## src/rtl/program_counter_pkg.sv

```systemverilog
// Shared next-PC select encodings and default widths for the fetch and branch units.
`default_nettype none
package program_counter_pkg;
    localparam int PC_WIDTH_DEFAULT = 12;
    localparam int PC_OFF_W_DEFAULT = 8;

    typedef enum logic [1:0] {
        SEL_HOLD = 2'b00,
        SEL_INC  = 2'b01,
        SEL_REL  = 2'b10,
        SEL_LD   = 2'b11
    } pc_sel_e;
endpackage
`default_nettype wire

```

## src/rtl/program_counter_dff_clr.sv

```systemverilog
// Single-bit storage element with asynchronous active-low clear to a per-bit preset value.
`default_nettype none
module dff_clr #(
    parameter bit PRESET = 1'b0
) (
    input  logic clk,
    input  logic clr,
    input  logic d,
    output logic q
);
    always_ff @(posedge clk or negedge clr) begin
        if (!clr) q <= PRESET;
        else      q <= d;
    end
endmodule
`default_nettype wire

```

## src/rtl/program_counter.sv

```systemverilog
// Fetch-path program counter: increment, absolute load, signed relative branch or hold.
`default_nettype none
module program_counter
    import program_counter_pkg::*;
#(
    parameter int               WIDTH     = PC_WIDTH_DEFAULT,
    parameter logic [WIDTH-1:0] RESET_VEC = '0,
    parameter int               OFF_W     = PC_OFF_W_DEFAULT
) (
    input  logic             clk,
    input  logic             clr,
    input  logic             en,
    input  logic             ld,
    input  logic [WIDTH-1:0] ld_val,
    input  logic             rel,
    input  logic [OFF_W-1:0] rel_off,
    input  logic             inc,
    output logic [WIDTH-1:0] pc,
    output logic [WIDTH-1:0] pc_prev,
    output logic             wrap
);
    pc_sel_e          sel;
    logic [WIDTH-1:0] off_ext;
    logic [WIDTH:0]   rel_sum;
    logic [WIDTH-1:0] inc_sum;
    logic             rel_wrap;
    logic             inc_wrap;
    logic [WIDTH-1:0] pc_d;
    logic [WIDTH-1:0] prev_d;
    logic             wrap_d;

    assign off_ext  = WIDTH'($signed(rel_off));
    assign rel_sum  = {1'b0, pc} + {1'b0, off_ext};
    assign inc_sum  = pc + {{(WIDTH-1){1'b0}}, 1'b1};
    assign inc_wrap = &pc;
    // A negative offset adds as two's complement, so a borrow shows up as a missing carry.
    assign rel_wrap = rel_off[OFF_W-1] ? ~rel_sum[WIDTH] : rel_sum[WIDTH];

    always_comb begin
        if (ld)       sel = SEL_LD;
        else if (rel) sel = SEL_REL;
        else if (inc) sel = SEL_INC;
        else          sel = SEL_HOLD;
    end

    always_comb begin
        pc_d   = pc;
        prev_d = pc_prev;
        wrap_d = wrap;
        if (en) begin
            wrap_d = 1'b0;
            case (sel)
                SEL_LD: begin
                    pc_d   = ld_val;
                    prev_d = pc;
                end
                SEL_REL: begin
                    pc_d   = rel_sum[WIDTH-1:0];
                    prev_d = pc;
                    wrap_d = rel_wrap;
                end
                SEL_INC: begin
                    pc_d   = inc_sum;
                    prev_d = pc;
                    wrap_d = inc_wrap;
                end
                default: ;
            endcase
        end
    end

    for (genvar i = 0; i < WIDTH; i++) begin : g_pc_bits
        dff_clr #(.PRESET(RESET_VEC[i])) u_pc (
            .clk(clk), .clr(clr), .d(pc_d[i]), .q(pc[i])
        );
        dff_clr #(.PRESET(RESET_VEC[i])) u_prev (
            .clk(clk), .clr(clr), .d(prev_d[i]), .q(pc_prev[i])
        );
    end

    dff_clr #(.PRESET(1'b0)) u_wrap (
        .clk(clk), .clr(clr), .d(wrap_d), .q(wrap)
    );
endmodule
`default_nettype wire

```

## config.mk

```make
export PLATFORM = sky130hd
export DESIGN_NAME = program_counter
export DESIGN_NICKNAME = d
export VERILOG_FILES = /design/src/rtl/program_counter_pkg.sv /design/src/rtl/program_counter_dff_clr.sv /design/src/rtl/program_counter.sv
export SDC_FILE = /design/constraint.sdc
export NUM_CORES = 1
export LEC_CHECK = 0
export CAP_MARGIN = 15
export CORE_ASPECT_RATIO = 0.75
export CORE_UTILIZATION = 35
export CTS_CLUSTER_DIAMETER = 100
export DETAILED_ROUTE_END_ITERATION = 8
export GPL_TIMING_DRIVEN = 0
export PLACE_DENSITY = 0.63
export SYNTH_ARGS = -nofsm -noshare
export SYNTH_HDL_FRONTEND = slang
export SYNTH_SLANG_ARGS = --single-unit
```

## constraint.sdc

```tcl
create_clock -name clk -period 2.6 [get_ports clk]
set_input_delay 0.26 -clock clk [delete_from_list [all_inputs] [get_ports clk]]
set_output_delay 0.26 -clock clk [all_outputs]
set_load 0.005 [all_outputs]
```

==> impl_metrics.tcl <==
set metrics [dict create \
    r2r-start "g_pc_bits[0].u_pc.q" \
    synth-edff-count 0 \
    worst_pin_slew_ns 0.466 \
    area_growth_pct 29.9 \
    syn_inst 273 \
    critical_path.max_fanout 9 \
    routed_via_density 4.97 \
    max_cap_viol_count 0 \
    clock-root-buffer "clkbuf_8" \
    synth_fp_nets 316 \
    power_density_mw_per_mm2 566 \
    grt_pass1_vias 1854 \
    fmax_ghz 0.429 \
    ys_types 49 \
    r2r-end "g_pc_bits[10].u_pc.q" \
    crit_path_start_kind "input port" \
    cts_tree "built" \
    start_util_pct 37.3 \
    fin_setup_tns_ns 0 \
    rr_worst_depth 9 \
    min_period_ns 2.33 \
    postCtsHoldBufs 0 \
    arrival_ns 2.47 \
    numCtsBuffers 3 \
    grtUsageTotal_pct 17.6 \
    grt_pass1_wl_um 9340 \
    slew_violations 0 \
    first_pass_iters 5 \
    die_h_um 71.1 \
    final_hold_viol_count 0 \
    cts_setup_buffers 0 \
    place_congestion 0.782 \
    slew_headroom_pct 69.0 \
    async_reset_ff_share_pct 100 \
    postRouteAntennaNets 0 \
    drive_above_1_share_pct 11.6 \
    worstSetupPathType "input port to flop" \
    detail_route.wl_per_cell_um 13.5 \
    clk_path_buf_depth 2 \
    dr_total_vias 2019 \
    fin_nets 372 \
    antenna_found_initial 0 \
    hold_path.class "input port to asynchronous set/reset pin" \
    hpwl_um 4450 \
    syn_area_mm2 0.00223 \
    design.portCount 51 \
    clkSinkCount 25 \
    coreArea_mm2 0.00598 \
    clk_pin_slew_worst_paths_ns 0.08 \
    end_kind "flop" \
    peakVddDrop_v 0.000220 \
    htree_levels 1 \
    ys_seq_area_share_pct 28.1 \
    die_x_um 94.2 \
    finClkSkew_ns 0.00238 \
    leakage_uw 0.00130 \
    r2r_slack_ns 0.30 \
    ys_ff_latch 25 \
    diodes 0 \
    ys.flop_type "dfrtp_1" \
    worstSkewPairLatency_ns 0.26 \
    post-route-period-util_pct 89.6 \
    setup_viol 0 \
    drc 0 \
    wl_um 5480 \
    postSynthAreaPerCell_um2 8.17 \
    dieArea_mm2 0.00670 \
    status "finished, final reports clean" \
    port_buffers 50 \
    rsz0062_at_grt "no" \
    dp_cells 401 \
    drtIter0Drc 146 \
    grt_overflow 0 \
    crit_required_ns 2.74 \
    fp-row-count 24 \
    final_cell_count_no_fill 406 \
    ys_warn_count 0 \
    grt_max_degree 26 \
]
power breakdown:
part	total (µW)	switching [µW]	internal, µW
registers	558	99.0	460
logic	861	388	473
clock network	220	111	109
layer usage:
layer | GRT usage [%] | part of all wire [%] | vias up
met5 | 0 | 0 | -
met4 | 3.08 | 0.42 | 0
met3 | 1.08 | 4.5 | 2
met2 | 24.3 | 40 | 49
met1 | 29.4 | 55 | 920
li1 | - | - | 1048
timing repair:
| action | CTS | global route |
|---|---|---|
| endpoints found under the setup margin | 0 | 1 |
| hold endpoints to repair | 0 | 0 |
| resized for setup | 0 | 1 |
layout by cell type, fill, tap and decap left out, types with 9 or more instances in the layout:
| cell type | count |
|---|---|
| a21oi_1 | 12 |
| buf_4 | 24 |
| clkbuf_1 | 11 |
| clkdlybuf4s50_1 | 50 |
| dfrtp_1 | 25 |
| ha_1 | 16 |
| inv_1 | 12 |
| nand2_1 | 54 |
| o21ai_0 | 23 |
| xnor2_1 | 9 |
metrics by stage:
stage                     instance area [µm²]  setup WS (ns)  hold slack [ns]  total power, µW  util [%]
after floorplan                          2230          0.546          -0.0356             1090         -
after global placement                   2830         0.0219            0.462             1400      47.3
after detailed placement                 2830       -0.00647            0.466             1420      47.3
after CTS                                2870          0.193            0.487             1640      48.1
after global routing                     2900          0.103            0.238             1770      48.5
final                                    2900          0.270            0.229             1640      48.5
cell type report:
type | instances | area, µm²
fillers | 604 | 3080
multi-input cells | 200 | 1330
flip-flops and latches | 25 | 626
repair buffers | 51 | 515
plain buffers | 36 | 236
well taps | 78 | 97.6
clock buffers | 4 | 45.0
inverters | 12 | 45.0
synth_stat cells, types with 3 or more instances:
library cell,instances,area [µm²]
xnor2_1,9,78.8
nand2_1,54,203
buf_4,24,180
nand2b_1,6,37.5
nand4_1,6,37.5
xor2_1,6,52.6
dfrtp_1,25,626
nor2_1,7,26.3
o21ai_0,23,115
a221o_1,4,40.0
nand3_1,5,25.0
clkbuf_1,10,37.5
a211oi_1,3,22.5
a21o_1,3,22.5
a21boi_0,3,22.5
a21oi_1,12,60.1
ha_1,16,200
a22oi_1,3,22.5
or3_1,3,18.8
a221oi_1,4,35.0
inv_1,12,45.0
a21oi_2,3,26.3
kinds of logic after synthesis:
logic type      Yosys count  synth area share (%)
mux                       1                 0.449
xor+xnor                 15                  5.89
fa+ha+maj                17                  9.88
buf+inv                  48                  12.6
compound gates           74                  23.2
simple gates             93                  19.9
flops                    25                  28.1
critical path: stages:
cell,delay (ns)
clkdlybuf4s50_1,0.63
ha_1,0.28
clkbuf_1,0.20
nand4_1,0.16
nor2_1,0.05
or3_1,0.32
or3_1,0.35
nand3_1,0.14
a22oi_1,0.08
registers in the layout, indices dropped and copies added, names as in the netlist:
signal / count
g_pc_bits.u_pc.q: 12
g_pc_bits.u_prev.q: 12
u_wrap.q: 1
worst max-delay path by stage:
| stage | end | cells after the start | from |
|---|---|---|---|
| 2_1_floorplan | g_pc_bits[10].u_pc.q | 9 | g_pc_bits[0].u_pc.q |
| 5_1_grt | g_pc_bits[10].u_pc.q | 9 | g_pc_bits[0].u_pc.q |
| 3_5_place_dp | g_pc_bits[10].u_pc.q | 8 | rel_off[7] |
| 4_1_cts | g_pc_bits[10].u_pc.q | 9 | g_pc_bits[0].u_pc.q |
| 6_report | g_pc_bits[11].u_pc.q | 9 | rel_off[7] |
| 3_3_place_gp | g_pc_bits[10].u_pc.q | 8 | rel_off[7] |
No activity file was read; power rests on OpenSTA's default activity.
